<file path="src/rtl/datactrl_pkg.sv">
// Shared widths, access-size codes and helpers for the memory-side data controller.
package datactrl_pkg;
  localparam int AddressWidth = 32;
  localparam int IDWidth      = 32;

  localparam logic [2:0] WidthB = 3'b001;
  localparam logic [2:0] WidthH = 3'b010;
  localparam logic [2:0] WidthW = 3'b100;

  typedef enum logic [1:0] {IDLE, LOAD, STORE} state_t;

  // Unsupported size codes fall back to a single byte.
  function automatic logic [2:0] byte_count(input logic [2:0] w);
    case (w)
      WidthB:  return 3'd1;
      WidthH:  return 3'd2;
      WidthW:  return 3'd4;
      default: return 3'd1;
    endcase
  endfunction

  function automatic logic [IDWidth-1:0] extend(input logic [IDWidth-1:0] v,
                                                input logic [2:0] n, input logic sgn);
    case (n)
      3'd1:    return {{24{sgn & v[7]}}, v[7:0]};
      3'd2:    return {{16{sgn & v[15]}}, v[15:0]};
      default: return v;
    endcase
  endfunction
endpackage

</file>
<file path="src/rtl/datactrl.sv">
// Serialises committed stores and speculative loads onto an 8-bit synchronous RAM port,
// assembling and extending load results.
module datactrl
  import datactrl_pkg::*;
(
  input  logic                    clk_in,
  input  logic                    rst_in,
  input  logic                    rdy_in,
  input  logic                    lbuffer_datactrl_en_in,
  input  logic [AddressWidth-1:0] lbuffer_datactrl_addr_in,
  input  logic [2:0]              lbuffer_datactrl_width_in,
  input  logic                    lbuffer_datactrl_sgn_in,
  output logic                    datactrl_lbuffer_en_out,
  output logic [IDWidth-1:0]      datactrl_lbuffer_data_out,
  input  logic                    rob_datactrl_en_in,
  input  logic [AddressWidth-1:0] rob_datactrl_addr_in,
  input  logic [2:0]              rob_datactrl_width_in,
  input  logic [IDWidth-1:0]      rob_datactrl_data_in,
  output logic                    datactrl_rob_en_out,
  input  logic                    rob_datactrl_rst_in,
  output logic [AddressWidth-1:0] mem_a_out,
  output logic [7:0]              mem_dout_out,
  output logic                    mem_wr_out,
  input  logic [7:0]              mem_din_in
);

  state_t                  state;
  logic [2:0]              cnt, rcv, nb, got;
  logic [AddressWidth-1:0] base;
  logic                    sgn;
  logic [IDWidth-1:0]      sdata, asm_q, asm_nx;
  logic [1:0]              vld_pipe;
  logic [1:0][1:0]         idx_pipe;
  logic                    done_any, st_acc, ld_acc, issue;
  logic [1:0]              issue_idx;

  assign done_any  = datactrl_lbuffer_en_out | datactrl_rob_en_out;
  assign st_acc    = rdy_in && state == IDLE && rob_datactrl_en_in && !done_any;
  assign ld_acc    = rdy_in && state == IDLE && lbuffer_datactrl_en_in && !rob_datactrl_en_in
                     && !done_any && !rob_datactrl_rst_in;
  assign issue     = ld_acc || (rdy_in && state == LOAD && !rob_datactrl_rst_in && cnt < nb);
  assign issue_idx = ld_acc ? 2'd0 : cnt[1:0];
  assign got       = rcv + {2'b00, vld_pipe[1]};

  always_comb begin
    asm_nx = asm_q;
    if (vld_pipe[1]) asm_nx[{idx_pipe[1], 3'b000} +: 8] = mem_din_in;
  end

  always_ff @(posedge clk_in or negedge rst_in) begin
    if (!rst_in) begin
      state                     <= IDLE;
      cnt                       <= '0;
      rcv                       <= '0;
      nb                        <= 3'd1;
      base                      <= '0;
      sgn                       <= 1'b0;
      sdata                     <= '0;
      asm_q                     <= '0;
      vld_pipe                  <= '0;
      idx_pipe                  <= '0;
      mem_a_out                 <= '0;
      mem_dout_out              <= '0;
      mem_wr_out                <= 1'b0;
      datactrl_lbuffer_en_out   <= 1'b0;
      datactrl_lbuffer_data_out <= '0;
      datactrl_rob_en_out       <= 1'b0;
    end else begin
      // The RAM keeps returning data while rdy_in is low, so read returns are
      // tracked and captured every cycle; everything else waits for rdy_in.
      vld_pipe <= {vld_pipe[0], issue};
      idx_pipe <= {idx_pipe[0], issue_idx};
      if (vld_pipe[1]) begin
        asm_q <= asm_nx;
        rcv   <= got;
      end
      if (rdy_in) begin
        datactrl_lbuffer_en_out <= 1'b0;
        datactrl_rob_en_out     <= 1'b0;
        case (state)
          IDLE: begin
            if (st_acc) begin
              state        <= STORE;
              base         <= rob_datactrl_addr_in;
              nb           <= byte_count(rob_datactrl_width_in);
              sdata        <= rob_datactrl_data_in;
              mem_a_out    <= rob_datactrl_addr_in;
              mem_dout_out <= rob_datactrl_data_in[7:0];
              mem_wr_out   <= 1'b1;
              cnt          <= 3'd1;
            end else if (ld_acc) begin
              state     <= LOAD;
              base      <= lbuffer_datactrl_addr_in;
              nb        <= byte_count(lbuffer_datactrl_width_in);
              sgn       <= lbuffer_datactrl_sgn_in;
              mem_a_out <= lbuffer_datactrl_addr_in;
              cnt       <= 3'd1;
              rcv       <= '0;
              asm_q     <= '0;
            end
          end
          LOAD: begin
            if (rob_datactrl_rst_in) begin
              state    <= IDLE;
              cnt      <= '0;
              rcv      <= '0;
              vld_pipe <= '0;
            end else begin
              if (cnt < nb) begin
                mem_a_out <= base + AddressWidth'(cnt);
                cnt       <= cnt + 3'd1;
              end
              if (got == nb) begin
                datactrl_lbuffer_data_out <= extend(asm_nx, nb, sgn);
                datactrl_lbuffer_en_out   <= 1'b1;
                state                     <= IDLE;
                cnt                       <= '0;
              end
            end
          end
          STORE: begin
            if (cnt < nb) begin
              mem_a_out    <= base + AddressWidth'(cnt);
              mem_dout_out <= sdata[{cnt[1:0], 3'b000} +: 8];
              cnt          <= cnt + 3'd1;
            end else begin
              mem_wr_out          <= 1'b0;
              datactrl_rob_en_out <= 1'b1;
              state               <= IDLE;
              cnt                 <= '0;
            end
          end
          default: state <= IDLE;
        endcase
      end
    end
  end

endmodule

</file>
<file path="config.mk">
export PLATFORM = sky130hd
export DESIGN_NAME = datactrl
export DESIGN_NICKNAME = d
export VERILOG_FILES = /design/src/rtl/datactrl_pkg.sv /design/src/rtl/datactrl.sv
export SDC_FILE = /design/constraint.sdc
export NUM_CORES = 1
export LEC_CHECK = 0
export CORE_UTILIZATION = 50
export CTS_BUF_LIST = sky130_fd_sc_hd__clkbuf_4 sky130_fd_sc_hd__clkbuf_8 sky130_fd_sc_hd__clkbuf_16
export DETAILED_ROUTE_END_ITERATION = 16
export PLACE_DENSITY = 0.82
export SYNTH_ARGS = -nofsm -noshare
export SYNTH_HDL_FRONTEND = slang
export SYNTH_SLANG_ARGS = --single-unit
</file>
<file path="constraint.sdc">
create_clock -name clk_in -period 7.1 [get_ports clk_in]
set_clock_uncertainty 0.1 [all_clocks]
set_input_delay 1.065 -clock clk_in [delete_from_list [all_inputs] [get_ports clk_in]]
set_output_delay 1.065 -clock clk_in [all_outputs]
set_load 0.01 [all_outputs]
</file>
== Word level (Yosys, flattened, before mapping) ==
Index checks and enable logic that the tools add are counted.

* Reductions and logical operators: 27
* Bitwise operators: 5
* Equality and inequality tests: 16
* Mux-type cells: 51
* Add/sub/neg operators: 4
* Shift-type cells: 3
* Magnitude comparators: 1

{| class="wikitable"
|+ Operators with widths
! kind !! number
|-
| $mux W32 || 10
|-
| $pmux W32 S3 || 1
|-
| $pmux W32 S2 || 1
|-
| $mux W3 || 13
|-
| $add A32 B3 Y32 || 1
|-
| $bwmux W32 || 1
|-
| $shift A8 B7 Y32 const A || 1
|-
| $shiftx A32 B6 Y8 || 1
|-
| $shiftx A8 B7 Y32 || 1
|-
| $reduce_and A4 Y1 || 7
|-
| $mux W2 || 9
|-
| $pmux W3 S2 || 3
|-
| $mux W8 || 2
|-
| $pmux W8 S2 || 1
|-
| $logic_and A1 B1 Y1 || 10
|-
| $eq A3 B2 Y1 const B || 3
|-
| $pmux W3 S3 || 1
|-
| $ne A2 B2 Y1 const B || 4
|-
| $mux W1 || 7
|-
| $neg A5 Y7 || 1
|-
| $eq A3 B3 Y1 const B || 2
|-
| $pmux W2 S3 || 1
|-
| $reduce_and A3 Y1 || 2
|-
| $ne A4 B2 Y1 const B || 1
|-
| 18 further kinds || 23
|}

* Flip-flop bits (word level): 189
* Word-level logic and storage cells: 124
* Output and inout port bits: 75
* Input bits: 117

== Depth between registers and ports, before layout ==
Gate-level depths: netlist of run 1.

* Depth in word-level cells: 10
* Depth in mapped cells: 10
* Gate-level depth less buffers: 8

== Least setup slack after synthesis of run 1 ==
Ideal clock, no wire load.

* Kind: input -> register
* Start point: input port rdy_in
* End point: register mem_a_out[3]
* Arrival time: 2.545 ns
* Required time: 6.875 ns
* Cell stages on the path: 8
* Setup time: 0.125 ns
* Setup slack: 4.330 ns
* Path through: buf_6 -> and4bb_1 -> buf_6 -> and2_1 -> buf_6 -> mux2_4 -> mux2_2 -> mux2_2

* Longest elaborated chain between the ends: 7
* Elaborated cells on any way between the ends: 11

{| class="wikitable"
|+ Ends and longest elaborated chain
! item !! line !! RTL
|-
| from (decl) || datactrl.sv:8 || <nowiki>input logic rdy_in,</nowiki>
|-
| $logic_and A1 B1 Y1 || datactrl.sv:38, datactrl.sv:39 ||
|-
| $logic_and A1 B1 Y1 (2 in a row) || datactrl.sv:39 || <nowiki>assign ld_acc = rdy_in && state == IDLE && lbuffer_datactrl_en_in && !rob_datactrl_en_in</nowiki>
|-
| $logic_and A1 B1 Y1 (2 in a row) || datactrl.sv:40 || <nowiki>&& !done_any && !rob_datactrl_rst_in;</nowiki>
|-
| $ne A3 B3 Y1 (no source line) || n/a ||
|-
| $reduce_and A4 Y1 (no source line) || n/a ||
|-
| to (signal assigned) || datactrl.sv:87 || <nowiki>mem_a_out <= rob_datactrl_addr_in;</nowiki>
|-
| to (signal assigned) || datactrl.sv:96 || <nowiki>mem_a_out <= lbuffer_datactrl_addr_in;</nowiki>
|-
| to (signal assigned) || datactrl.sv:110 || <nowiki>mem_a_out <= base + AddressWidth'(cnt);</nowiki>
|-
| to (decl) || datactrl.sv:21 || <nowiki>output logic [AddressWidth-1:0] mem_a_out,</nowiki>
|}

Parallel ways exist; a longest one is shown, timed or not.
A chain may end at the register's enable or synchronous reset.

== Final worst setup path of run 1 ==
* Start point: input port rdy_in
* End point: register mem_a_out[20]

Same word-level chain as after synthesis.

==> results of run 1 <==
layout make-up:
| type | instances | area (sq um) |
|---|---|---|
| timing repair buffer | 198 | 1968 |
| antenna | 1 | 2.502 |
| tap | 229 | 286.5 |
| multi-input combinational | 698 | 4409 |
| clock buffer | 22 | 488.0 |
| inverter | 19 | 71.32 |
| fill | 1430 | 6132 |
| clock inverter | 9 | 181.4 |
| sequential | 189 | 4731 |
worst max-delay path, delay by kind of cell:
kind / cells / cell delay [ps]
and+or+nand+nor: 3 / 1430
AOI/OAI and AO/OA: 2 / 1270
buffers and inverters: 1 / 640
flip-flops by register name, summed over array words and instances (netlist names):
register / cells
asm_q: 32
base: 32
datactrl_lbuffer_data_out: 32
mem_a_out: 32
sdata: 32
mem_dout_out: 8
idx_pipe: 4
cnt: 3
nb: 3
rcv: 3
state: 2
vld_pipe: 2
datactrl_lbuffer_en_out: 1
datactrl_rob_en_out: 1
mem_wr_out: 1
sgn: 1
per-layer routing:
| layer | share of wire | routed length (um) | up-vias | track usage |
|---|---|---|---|---|
| met5 | 0 | 0 | - | 0 |
| met3 | 0.070 | 1844 | 74 | 0.04749 |
| li1 | - | - | 3761 | - |
| met4 | 0.038 | 994 | 0 | 0.1336 |
| met1 | 0.42 | 10920 | 4060 | 0.3683 |
| met2 | 0.48 | 12550 | 380 | 0.4371 |
worst min-delay path by stage:
stage	end	slack [ps]
6_report	idx_pipe[2]$_DFF_PN0_	250
5_1_grt	idx_pipe[2]$_DFF_PN0_	270
4_1_cts	idx_pipe[2]$_DFF_PN0_	250
3_5_place_dp	idx_pipe[2]$_DFF_PN0_	230
3_3_place_gp	idx_pipe[2]$_DFF_PN0_	230
2_1_floorplan	idx_pipe[2]$_DFF_PN0_	230
cells in the final DEF (no fill, tap or decap), types with 11 or more instances in the layout:
| cell | Yosys | layout |
|---|---|---|
| sky130_fd_sc_hd__nand3_1 | 24 | 24 |
| sky130_fd_sc_hd__a22oi_1 | 31 | 31 |
| sky130_fd_sc_hd__o21ai_0 | 26 | 26 |
| sky130_fd_sc_hd__mux2i_1 | 29 | 29 |
| sky130_fd_sc_hd__xnor2_1 | 13 | 13 |
| sky130_fd_sc_hd__a31oi_1 | 19 | 19 |
| sky130_fd_sc_hd__and3_1 | 15 | 14 |
| sky130_fd_sc_hd__ha_1 | 17 | 17 |
| sky130_fd_sc_hd__mux2_2 | 19 | 19 |
| sky130_fd_sc_hd__clkbuf_16 | 0 | 17 |
| sky130_fd_sc_hd__nand2_1 | 147 | 146 |
| sky130_fd_sc_hd__nor3_1 | 11 | 11 |
| sky130_fd_sc_hd__nor2_1 | 120 | 120 |
| sky130_fd_sc_hd__inv_1 | 19 | 19 |
| sky130_fd_sc_hd__dfrtp_1 | 188 | 188 |
| sky130_fd_sc_hd__clkdlybuf4s50_1 | 0 | 190 |
| sky130_fd_sc_hd__a211oi_1 | 14 | 14 |
| sky130_fd_sc_hd__o22a_1 | 25 | 25 |
| sky130_fd_sc_hd__a21oi_1 | 54 | 54 |
cells by family (layout without fill, tap and decap cells):
family          after synthesis  count (layout)  synth area share
other cells                   0               1                 0
flops                       189             189            0.4989
compound gates              224             224            0.1635
mux                          58              58           0.07495
buf+inv                      78             248           0.03655
fa+ha+maj                    18              18           0.02454
xor+xnor                     22              22           0.02191
simple gates                376             376            0.1796
power breakdown:
group	internal [uW]	total (uW)	switching, uW
registers	1530	1920	386
clock network	666	1080	415
logic	1140	2360	1220
through the flow:
step / setup WS [ps] / util / instance area [sq um] / hold slack, ps
3_5_place_dp: 2514 / 0.6276 / 11470 / 234.7
3_3_place_gp: 2706 / 0.6276 / 11470 / 234.4
6_report: 2901 / 0.6644 / 12140 / 249.2
2_1_floorplan: 4330 / - / 9482 / 231.2
4_1_cts: 2959 / 0.6642 / 12140 / 248.7
5_1_grt: 2713 / 0.6644 / 12140 / 268.8
==> metrics.txt, run 1 <==
# TYPE chip_impl_metric gauge
chip_impl_metric{name="synthesis.yosys.warnings",unit=""} 0
chip_impl_metric{name="p_leak",unit="uW"} 0.005277
chip_impl_info{name="sequence_of_cells_on_the_critical_path",value="clkdlybuf4s50_1, and4bb_1, nand3_2, a21oi_1, nand2_2, a221o_1"} 1
chip_impl_metric{name="seq_cells_post_synth",unit=""} 189
chip_impl_metric{name="max_clock_freq",unit="GHz"} 0.2382
chip_impl_info{name="hold_path.startpoint",value="idx_pipe[0]$_DFF_PN0_"} 1
chip_impl_metric{name="dieArea",unit="sq um"} 19520
chip_impl_info{name="synth.largest_area_cell",value="sky130_fd_sc_hd__dfrtp_1"} 1
chip_impl_metric{name="number_of_global_route_vias_before_repair",unit=""} 7996
chip_impl_metric{name="synth_edf_count",unit=""} 0
chip_impl_metric{name="irDropWorstVdd",unit="mV"} 0.2449
chip_impl_metric{name="drt_iter0_drc",unit=""} 808
chip_impl_info{name="rsz0062_at_grt",value="no"} 1
chip_impl_metric{name="clk-insertion-delay-late",unit="ps"} 450
chip_impl_metric{name="post-route-period-util",unit=""} 0.5914
chip_impl_metric{name="cts.clk_slew.worst_paths",unit="ps"} 70
chip_impl_metric{name="grt_antenna_before_repair",unit=""} 1
chip_impl_info{name="timing.hold.worst.class",value="register to register"} 1
chip_impl_metric{name="largest_net_degree_at_the_start_of_global_routing",unit=""} 115
chip_impl_metric{name="post_cts_resize_count",unit=""} 0
chip_impl_metric{name="synth_seq_area_share",unit=""} 0.4989
chip_impl_info{name="critical_path.startpoint",value="rdy_in"} 1
chip_impl_metric{name="cts.path.max_buffers",unit=""} 2
chip_impl_info{name="clock_tree.root_cell",value="sky130_fd_sc_hd__clkbuf_16"} 1
chip_impl_metric{name="cts.htree.levels",unit=""} 4
chip_impl_metric{name="asr_flop_ratio_synth",unit=""} 1.000
chip_impl_info{name="reg2reg_to",value="mem_a_out[20]$_DFFE_PN0P_"} 1
chip_impl_metric{name="mappedNetlistArea",unit="sq um"} 9482
chip_impl_metric{name="drt.antenna.violating_nets",unit=""} 0
chip_impl_metric{name="signal_arrival_time_at_the_worst_endpoint",unit="ps"} 4420
chip_impl_metric{name="coreArea",unit="sq um"} 18270
chip_impl_metric{name="starting_utilization_of_the_core_area",unit=""} 0.5190
chip_impl_metric{name="synthToLayoutAreaGrowth",unit="%"} 28.02
chip_impl_metric{name="layoutNonFillerInstCount",unit=""} 1365
chip_impl_metric{name="drc",unit=""} 0
chip_impl_metric{name="pin_slew_with_the_least_headroom_to_its_limit",unit="ps"} 1237
chip_impl_metric{name="netlist_instances",unit=""} 965
chip_impl_metric{name="finalWorstPathRequiredPeriod",unit="ps"} 4199
chip_impl_info{name="synthTopCellsByCount",value="188 x sky130_fd_sc_hd__dfrtp_1, 147 x sky130_fd_sc_hd__nand2_1, 120 x sky130_fd_sc_hd__nor2_1, 54 x sky130_fd_sc_hd__a21oi_1, 31 x sky130_fd_sc_hd__a22oi_1"} 1
chip_impl_metric{name="first_pass_iters",unit=""} 5
chip_impl_metric{name="first_pass_grt_wire_length",unit="um"} 41790
chip_impl_metric{name="timing.critical_path.required",unit="ps"} 7320
chip_impl_metric{name="place.port_buffers",unit=""} 191
chip_impl_metric{name="placementRows",unit=""} 49
chip_impl_metric{name="yosys.area.top_type_share",unit=""} 0.4962
chip_impl_metric{name="die_height",unit="um"} 139.7
chip_impl_metric{name="synth_nets",unit=""} 1100
chip_impl_info{name="crit_slowest_cell",value="sky130_fd_sc_hd__a21oi_1"} 1
chip_impl_metric{name="ratio_of_cells_with_drive_above_1_in_the_final_layout",unit=""} 0.07225
chip_impl_metric{name="number_of_buffers_added_by_the_clock_tree_synthesis_step",unit=""} 17
chip_impl_metric{name="cts.sink_count",unit=""} 189
chip_impl_metric{name="grt_remaining_overflow",unit=""} 0
chip_impl_metric{name="power.density",unit="nW/um^2"} 441.3
chip_impl_info{name="synth_top_cells_by_area",value="sky130_fd_sc_hd__dfrtp_1 50%, sky130_fd_sc_hd__nand2_1 5.8%, sky130_fd_sc_hd__nor2_1 4.8%, sky130_fd_sc_hd__mux2i_1 3.1%, sky130_fd_sc_hd__a21oi_1 2.9%"} 1
chip_impl_metric{name="slew_violations",unit=""} 0
chip_impl_metric{name="place_hpwl",unit="um"} 18230
chip_impl_metric{name="totalPowerFinal",unit="uW"} 5356
chip_impl_metric{name="gpl.final_weighted_congestion",unit=""} 0.9545
chip_impl_metric{name="hold_buffers",unit=""} 0
chip_impl_info{name="crit_type",value="input port to register"} 1
chip_impl_metric{name="max-slew-margin-rel",unit=""} 0.1756
chip_impl_metric{name="routed_via_density",unit=""} 6.062
chip_impl_metric{name="timing.setup.tns",unit="ps"} 0
chip_impl_info{name="timing.critical_path.to",value="mem_a_out[20]$_DFFE_PN0P_"} 1
chip_impl_metric{name="groute.usage.overall",unit=""} 0.2757
chip_impl_info{name="end_kind",value="register"} 1
chip_impl_metric{name="io_pins",unit=""} 192
chip_impl_info{name="worst_r2r_startpoint",value="state[0]$_DFFE_PN0P_"} 1
chip_impl_info{name="worstSetupStartpointType",value="input port"} 1
chip_impl_metric{name="placedCellCount",unit=""} 1333
chip_impl_metric{name="register_to_register_setup_slack",unit="ps"} 3410
chip_impl_info{name="tritoncts_clock_tree",value="done"} 1
chip_impl_metric{name="postCtsSetupRepairBufs",unit=""} 0
chip_impl_metric{name="min_path_cells",unit=""} 0
chip_impl_metric{name="routedWlPerCell",unit="um"} 19.27
chip_impl_metric{name="synth.distinct_cells",unit=""} 74
chip_impl_info{name="run_status",value="finished clean"} 1
chip_impl_metric{name="hold_violation_count_in_the_final_report",unit=""} 0
chip_impl_metric{name="critical_path.max_stage_delay",unit="ps"} 750
chip_impl_metric{name="timing.critical_path.fanout_max",unit=""} 27
chip_impl_info{name="yosys_most_used_dff",value="sky130_fd_sc_hd__dfrtp_1"} 1
chip_impl_metric{name="worst_r2r_path_cells",unit=""} 7
chip_impl_metric{name="max_cap_violations",unit=""} 0
chip_impl_metric{name="routed_wirelength",unit="um"} 26310
chip_impl_metric{name="dieWidth",unit="um"} 139.7
chip_impl_info{name="post-synth-top-count-cell",value="sky130_fd_sc_hd__dfrtp_1"} 1
chip_impl_metric{name="detailroute.via_count",unit=""} 8275
chip_impl_metric{name="setup_viol",unit=""} 0
chip_impl_metric{name="layout.nets",unit=""} 1258
chip_impl_metric{name="syn-mean-instance-area",unit="sq um"} 9.825
Note: power is estimated with default switching activity, not from simulation.
==> run 2: changes to the inputs <==
CORE_UTILIZATION = 47   (was 50)
PLACE_DENSITY = 0.81   (was 0.82)
clock period = 3.7 ns   (was 7.1 ns; I/O delays follow)
==> run 2 against run 1 <==
  * Largest cell class unchanged
  * Non-clock buffer count grew 17
  * Register-to-register slack worse by 2700 ps
  * Cell area rose by 1.1%
  * Utilization is 3.8 points lower
  * Worst setup slack lost 2200 ps
  * Total power grew 90%
  * Cell count grew 3.9%
  * Combinational power increased by 96%
  * Critical endpoint is now mem_a_out[3]$_DFFE_PN0P_
  * Critical path type is now register to register
==> metrics.txt, run 2 (synthesis gave the netlist of run 1 again) <==
# TYPE chip_impl_metric gauge
chip_impl_info{name="run_status",value="finished clean"} 1
chip_impl_metric{name="first_pass_iters",unit=""} 6
chip_impl_metric{name="finalWorstPathRequiredPeriod",unit="ps"} 2985
chip_impl_metric{name="dieArea",unit="sq um"} 20750
chip_impl_metric{name="final_area",unit="sq um"} 12270
chip_impl_metric{name="worstPathBufferInverterCount",unit=""} 2
chip_impl_metric{name="post-route-period-util",unit=""} 0.8067
chip_impl_info{name="layout_commonest_cell",value="sky130_fd_sc_hd__clkdlybuf4s50_1"} 1
chip_impl_metric{name="power.density",unit="nW/um^2"} 828.3
chip_impl_metric{name="gpl.final_weighted_congestion",unit=""} 0.9545
chip_impl_info{name="end_kind",value="register"} 1
chip_impl_metric{name="groute.usage.overall",unit=""} 0.2577
chip_impl_metric{name="timing.setup.tns",unit="ps"} 0
chip_impl_metric{name="io_pins",unit=""} 192
chip_impl_metric{name="place_hpwl",unit="um"} 18750
chip_impl_metric{name="place.port_buffers",unit=""} 191
chip_impl_metric{name="postCtsSetupRepairBufs",unit=""} 0
chip_impl_info{name="timing.hold.worst.class",value="input port to async pin"} 1
chip_impl_metric{name="number_of_global_route_vias_before_repair",unit=""} 7952
chip_impl_metric{name="layout.core_utilization",unit=""} 0.6262
chip_impl_metric{name="met3_wirelength",unit="um"} 1611
chip_impl_metric{name="grt_antenna_before_repair",unit=""} 1
chip_impl_info{name="cp_common_cell",value="sky130_fd_sc_hd__buf_4"} 1
chip_impl_metric{name="first_pass_grt_wire_length",unit="um"} 41060
chip_impl_metric{name="cts.htree.levels",unit=""} 4
chip_impl_metric{name="timing.critical_path.fanout_max",unit=""} 27
chip_impl_metric{name="max-slew-margin-rel",unit=""} 0.1690
chip_impl_info{name="sequence_of_cells_on_the_critical_path",value="buf_4, ha_1, nand2_1, o21ai_0, a21oi_1, buf_4, nand2_2, mux2_2"} 1
chip_impl_metric{name="p_leak",unit="uW"} 0.005341
chip_impl_info{name="crit_slowest_cell",value="sky130_fd_sc_hd__nand2_2"} 1
chip_impl_metric{name="count_of_inserted_antenna_diode_cells",unit=""} 0
chip_impl_metric{name="max_clock_freq",unit="GHz"} 0.3350
chip_impl_metric{name="layout.nets",unit=""} 1275
chip_impl_metric{name="dieWidth",unit="um"} 144.0
chip_impl_metric{name="critical_path.max_stage_delay",unit="ps"} 500
chip_impl_metric{name="pin_slew_with_the_least_headroom_to_its_limit",unit="ps"} 1246
chip_impl_info{name="final_cell_mix",value="190 x sky130_fd_sc_hd__clkdlybuf4s50_1, 188 x sky130_fd_sc_hd__dfrtp_1, 146 x sky130_fd_sc_hd__nand2_1"} 1
chip_impl_metric{name="starting_utilization_of_the_core_area",unit=""} 0.4840
chip_impl_info{name="rsz0062_at_grt",value="no"} 1
chip_impl_metric{name="coreArea",unit="sq um"} 19590
chip_impl_metric{name="drt_iter0_drc",unit=""} 656
chip_impl_metric{name="post_cts_resize_count",unit=""} 0
chip_impl_metric{name="detailroute.via_count",unit=""} 8117
chip_impl_metric{name="die_height",unit="um"} 144.0
chip_impl_metric{name="irDropWorstVdd",unit="mV"} 0.4846
chip_impl_metric{name="drc",unit=""} 0
chip_impl_metric{name="hold_buffers",unit=""} 0
chip_impl_info{name="crit_type",value="register to register"} 1
chip_impl_metric{name="routedWlPerCell",unit="um"} 18.24
chip_impl_metric{name="cts.path.max_buffers",unit=""} 2
chip_impl_metric{name="drt.antenna.violating_nets",unit=""} 0
chip_impl_metric{name="hold_violation_count_in_the_final_report",unit=""} 0
chip_impl_metric{name="largest_net_degree_at_the_start_of_global_routing",unit=""} 94
chip_impl_metric{name="holdWs",unit="ps"} 85.55
chip_impl_metric{name="fillers",unit=""} 1592
chip_impl_metric{name="routed_via_density",unit=""} 5.724
chip_impl_metric{name="clk-insertion-delay-late",unit="ps"} 440
chip_impl_info{name="dr.max_layer_used",value="met5"} 1
chip_impl_info{name="worst_path_dominant_cell_family",value="compound AO/OA/AOI/OAI gates"} 1
chip_impl_info{name="clock_tree.root_cell",value="sky130_fd_sc_hd__clkbuf_16"} 1
chip_impl_metric{name="placementRows",unit=""} 51
chip_impl_metric{name="setup_viol",unit=""} 0
chip_impl_metric{name="timing.critical_path.required",unit="ps"} 3930
chip_impl_info{name="worstSetupStartpointType",value="register"} 1
chip_impl_metric{name="number_of_buffers_added_by_the_clock_tree_synthesis_step",unit=""} 17
chip_impl_metric{name="totalPowerFinal",unit="uW"} 10160
chip_impl_metric{name="routed_wirelength",unit="um"} 25870
chip_impl_metric{name="grt_remaining_overflow",unit=""} 0
chip_impl_info{name="tritoncts_clock_tree",value="done"} 1
chip_impl_metric{name="cts.sink_count",unit=""} 189
chip_impl_metric{name="ratio_of_cells_with_drive_above_1_in_the_final_layout",unit=""} 0.08673
chip_impl_metric{name="cts.clk_slew.worst_paths",unit="ps"} 70
chip_impl_metric{name="synthToLayoutAreaGrowth",unit="%"} 29.39
chip_impl_metric{name="m1WireLength",unit="um"} 10810
chip_impl_metric{name="met2RoutedLength",unit="um"} 12730
chip_impl_metric{name="signal_arrival_time_at_the_worst_endpoint",unit="ps"} 3210
chip_impl_metric{name="dpl-instance-area",unit="sq um"} 11660
chip_impl_metric{name="max_cap_violations",unit=""} 0
chip_impl_metric{name="slew_violations",unit=""} 0
-- run 2: cell types whose count changed in the layout (fill, tap and decap cells not counted), sizes merged --
cell | before | now
clkbuf | 23 | 19
diode | 1 | 0
inv | 20 | 27
clkinv | 0 | 1
buf | 7 | 24
bufinv | 5 | 2
-- run 2: worst paths after layout --
check / from / endpoint / slack [ps] / cells after the start
worst min register to register: idx_pipe[1]$_DFF_PN0_ / idx_pipe[3]$_DFF_PN0_ / 250 / 0
min in group clk_in: idx_pipe[1]$_DFF_PN0_ / idx_pipe[3]$_DFF_PN0_ / 250 / 0
worst max register to register: cnt[1]$_DFFE_PN0P_ / mem_a_out[3]$_DFFE_PN0P_ / 720 / 8
worst min-delay path: rst_in / datactrl_lbuffer_data_out[29]$_DFFE_PN0P_ / 90 / 1
worst max-delay path: cnt[1]$_DFFE_PN0P_ / mem_a_out[3]$_DFFE_PN0P_ / 720 / 8
max in group asynchronous: rst_in / sdata[6]$_DFFE_PN0P_ / 2530 / 2
-- run 2: final cells by class --
cell class              instances  area, sq um  share of cell area
clock inverters                14        171.4             0.01397
multi-input cells             698         4409              0.3594
flip-flops and latches        189         4731              0.3856
repair buffers                215         2121              0.1729
well taps                     265        331.6             0.02703
inverters                      19        71.32            0.005813
clock buffers                  18        432.9             0.03529
-- run 2: power breakdown --
| group | internal [uW] | switching, uW | total [uW] | leakage, uW |
|---|---|---|---|---|
| combinational | 2250 | 2370 | 4620 | 0.00268 |
| sequential | 2940 | 703 | 3640 | 0.00237 |
| clock | 1030 | 870 | 1900 | 0.000289 |
| total | 6220 | 3940 | 10200 | 0.00534 |
-- run 2: per-layer routing --
layer | up-vias | track usage
met3 | 58 | 0.04868
met4 | 2 | 0.08847
met2 | 308 | 0.4284
met1 | 3949 | 0.3372
met5 | - | 0
li1 | 3800 | -
-- run 2: through the flow --
stage          worst slack [ps]  instances
3_3_place_gp              629.1       1386
3_5_place_dp              538.7       1386
2_1_floorplan              1046        965
5_1_grt                   450.5       1418
6_report                  715.3       1418
4_1_cts                   741.4       1418
==> run 3: changes to the inputs <==
clock period = 2.6 ns   (was 3.7 ns; I/O delays follow)
==> run 3 against run 2 <==
  * Fmax up 20%
  * Critical path depth up 1
  * Count of clock-buffer cells in the layout unchanged
  * Total power rose by 45%
  * Worst setup slack worse by 610 ps
  * Utilization grew 1.8 points
  * Largest cell class unchanged
  * Largest power group unchanged
  * Highest routed layer is now met4
==> metrics.txt, run 3 (synthesis gave the netlist of run 1 again) <==
# TYPE chip_impl_metric gauge
chip_impl_metric{name="critical_path.max_stage_delay",unit="ps"} 400
chip_impl_metric{name="postCtsSetupRepairBufs",unit=""} 0
chip_impl_metric{name="gpl.final_weighted_congestion",unit=""} 0.9480
chip_impl_metric{name="fillers",unit=""} 1568
chip_impl_metric{name="groute.usage.overall",unit=""} 0.2677
chip_impl_metric{name="place.port_buffers",unit=""} 191
chip_impl_metric{name="starting_utilization_of_the_core_area",unit=""} 0.4840
chip_impl_metric{name="ratio_of_cells_with_drive_above_1_in_the_final_layout",unit=""} 0.1204
chip_impl_metric{name="timing.setup.tns",unit="ps"} 0
chip_impl_info{name="crit_slowest_cell",value="sky130_fd_sc_hd__fa_1"} 1
chip_impl_metric{name="number_of_buffers_added_by_the_clock_tree_synthesis_step",unit=""} 17
chip_impl_info{name="end_kind",value="register"} 1
chip_impl_metric{name="dieArea",unit="sq um"} 20750
chip_impl_metric{name="placementRows",unit=""} 51
chip_impl_metric{name="finalWorstPathRequiredPeriod",unit="ps"} 2495
chip_impl_metric{name="pin_slew_with_the_least_headroom_to_its_limit",unit="ps"} 642.9
chip_impl_metric{name="dieWidth",unit="um"} 144.0
chip_impl_metric{name="number_of_global_route_vias_before_repair",unit=""} 8349
chip_impl_metric{name="slew_violations",unit=""} 0
chip_impl_metric{name="reg_area",unit="sq um"} 4731
chip_impl_info{name="worstSetupStartpointType",value="register"} 1
chip_impl_metric{name="cts.htree.levels",unit=""} 4
chip_impl_metric{name="max_cap_violations",unit=""} 0
chip_impl_metric{name="setup_viol",unit=""} 0
chip_impl_metric{name="drt.antenna.violating_nets",unit=""} 0
chip_impl_metric{name="first_pass_grt_wire_length",unit="um"} 42700
chip_impl_metric{name="max_clock_freq",unit="GHz"} 0.4008
chip_impl_metric{name="signal_arrival_time_at_the_worst_endpoint",unit="ps"} 2750
chip_impl_metric{name="layout.nets",unit=""} 1310
chip_impl_metric{name="hold_violation_count_in_the_final_report",unit=""} 0
chip_impl_metric{name="routed_wirelength",unit="um"} 26640
chip_impl_info{name="clock_tree.root_cell",value="sky130_fd_sc_hd__clkbuf_16"} 1
chip_impl_metric{name="power.density",unit="nW/um^2"} 1168
chip_impl_metric{name="timing.critical_path.required",unit="ps"} 2860
chip_impl_metric{name="holdWs",unit="ps"} 248.8
chip_impl_metric{name="cts.sink_count",unit=""} 189
chip_impl_metric{name="dpl-instance-area",unit="sq um"} 11970
chip_impl_metric{name="worstPathBufferInverterCount",unit=""} 2
chip_impl_metric{name="timing.critical_path.fanout_max",unit=""} 5
chip_impl_metric{name="cts.clk_slew.worst_paths",unit="ps"} 70
chip_impl_metric{name="routed_via_density",unit=""} 5.726
chip_impl_metric{name="detailroute.via_count",unit=""} 8326
chip_impl_info{name="timing.hold.worst.class",value="register to register"} 1
chip_impl_info{name="layout_commonest_cell",value="sky130_fd_sc_hd__clkdlybuf4s50_1"} 1
chip_impl_metric{name="first_pass_iters",unit=""} 6
chip_impl_metric{name="synthToLayoutAreaGrowth",unit="%"} 33.17
chip_impl_metric{name="drt_iter0_drc",unit=""} 663
chip_impl_metric{name="coreArea",unit="sq um"} 19590
chip_impl_info{name="run_status",value="finished clean"} 1
chip_impl_metric{name="routedWlPerCell",unit="um"} 18.32
chip_impl_info{name="rsz0062_at_grt",value="no"} 1
chip_impl_info{name="final_cell_mix",value="190 x sky130_fd_sc_hd__clkdlybuf4s50_1, 188 x sky130_fd_sc_hd__dfrtp_1, 146 x sky130_fd_sc_hd__nand2_1"} 1
chip_impl_metric{name="die_height",unit="um"} 144.0
chip_impl_metric{name="multiInputGateArea",unit="sq um"} 4461
chip_impl_metric{name="largest_net_degree_at_the_start_of_global_routing",unit=""} 61
chip_impl_metric{name="place_hpwl",unit="um"} 19240
chip_impl_metric{name="p_leak",unit="uW"} 0.005530
chip_impl_metric{name="clk-insertion-delay-late",unit="ps"} 440
chip_impl_info{name="sequence_of_cells_on_the_critical_path",value="ha_1, inv_1, fa_1, nor2b_1, o21ai_2, buf_4, nor4_1, o2111ai_1, o2bb2ai_1"} 1
chip_impl_metric{name="grt_remaining_overflow",unit=""} 0
chip_impl_info{name="tritoncts_clock_tree",value="done"} 1
chip_impl_metric{name="io_pins",unit=""} 192
chip_impl_metric{name="irDropWorstVdd",unit="mV"} 0.6845
chip_impl_metric{name="max-slew-margin-rel",unit=""} 0.5681
chip_impl_metric{name="post-route-period-util",unit=""} 0.9595
chip_impl_metric{name="final_area",unit="sq um"} 12630
chip_impl_metric{name="layout.core_utilization",unit=""} 0.6446
chip_impl_metric{name="cts.path.max_buffers",unit=""} 2
chip_impl_metric{name="grt_antenna_before_repair",unit=""} 0
chip_impl_info{name="crit_type",value="register to register"} 1
chip_impl_info{name="worst_path_dominant_cell_family",value="simple AND/OR/NAND/NOR gates"} 1
chip_impl_metric{name="drc",unit=""} 0
chip_impl_metric{name="totalPowerFinal",unit="uW"} 14750
[run 3: power breakdown]
group	internal, uW	switching, uW
logic	3430	3530
clock network	1450	1190
registers	4190	964
total	9060	5680
[run 3: worst paths after layout]
kind | startpoint | to | slack (ps) | depth (start not counted)
min in group asynchronous | rst_in | datactrl_lbuffer_data_out[21]$_DFFE_PN0P_ | 400 | 2
worst min-delay path | idx_pipe[1]$_DFF_PN0_ | idx_pipe[3]$_DFF_PN0_ | 250 | 0
max in group asynchronous | rst_in | base[4]$_DFFE_PN0P_ | 1300 | 3
worst min register to register | idx_pipe[1]$_DFF_PN0_ | idx_pipe[3]$_DFF_PN0_ | 250 | 0
worst max register to register | base[0]$_DFFE_PN0P_ | mem_a_out[30]$_DFFE_PN0P_ | 110 | 9
worst max-delay path | base[0]$_DFFE_PN0P_ | mem_a_out[30]$_DFFE_PN0P_ | 110 | 9
[run 3: area by class of cell]
type	count	share of cell area
Inverter	19	0.005648
Clock inverter	14	0.01249
Clock buffer	18	0.03428
Tap cell	265	0.02626
Multi-Input combinational cell	698	0.3533
Antenna cell	1	0.0001982
Timing Repair Buffer	250	0.1932
Sequential cell	189	0.3747
[run 3: what timing repair did]
action	4_1_cts	5_1_grt
gates resized for setup	0	13
setup endpoints to repair	0	33
hold endpoints to repair	56	0
hold buffers	1	0
[run 3: metal layers]
metal | part of all wire | routed length [um] | vias to the layer above | global-route usage
li1 | - | - | 3869 | -
met1 | 0.42 | 11130 | 4036 | 0.3474
met2 | 0.48 | 12840 | 359 | 0.4368
met3 | 0.065 | 1722 | 62 | 0.04536
met4 | 0.036 | 950 | 0 | 0.1254
met5 | 0 | 0 | - | 0
[run 3: through the flow]
| stage | setup slack (ps) | std cells |
|---|---|---|
| after floorplan | 95.34 | 965 |
| after global placement | -3.264 | 1420 |
| after detailed placement | -92.40 | 1420 |
| after CTS | 8.553 | 1453 |
| after global routing | 17.26 | 1453 |
| final | 105.2 | 1454 |
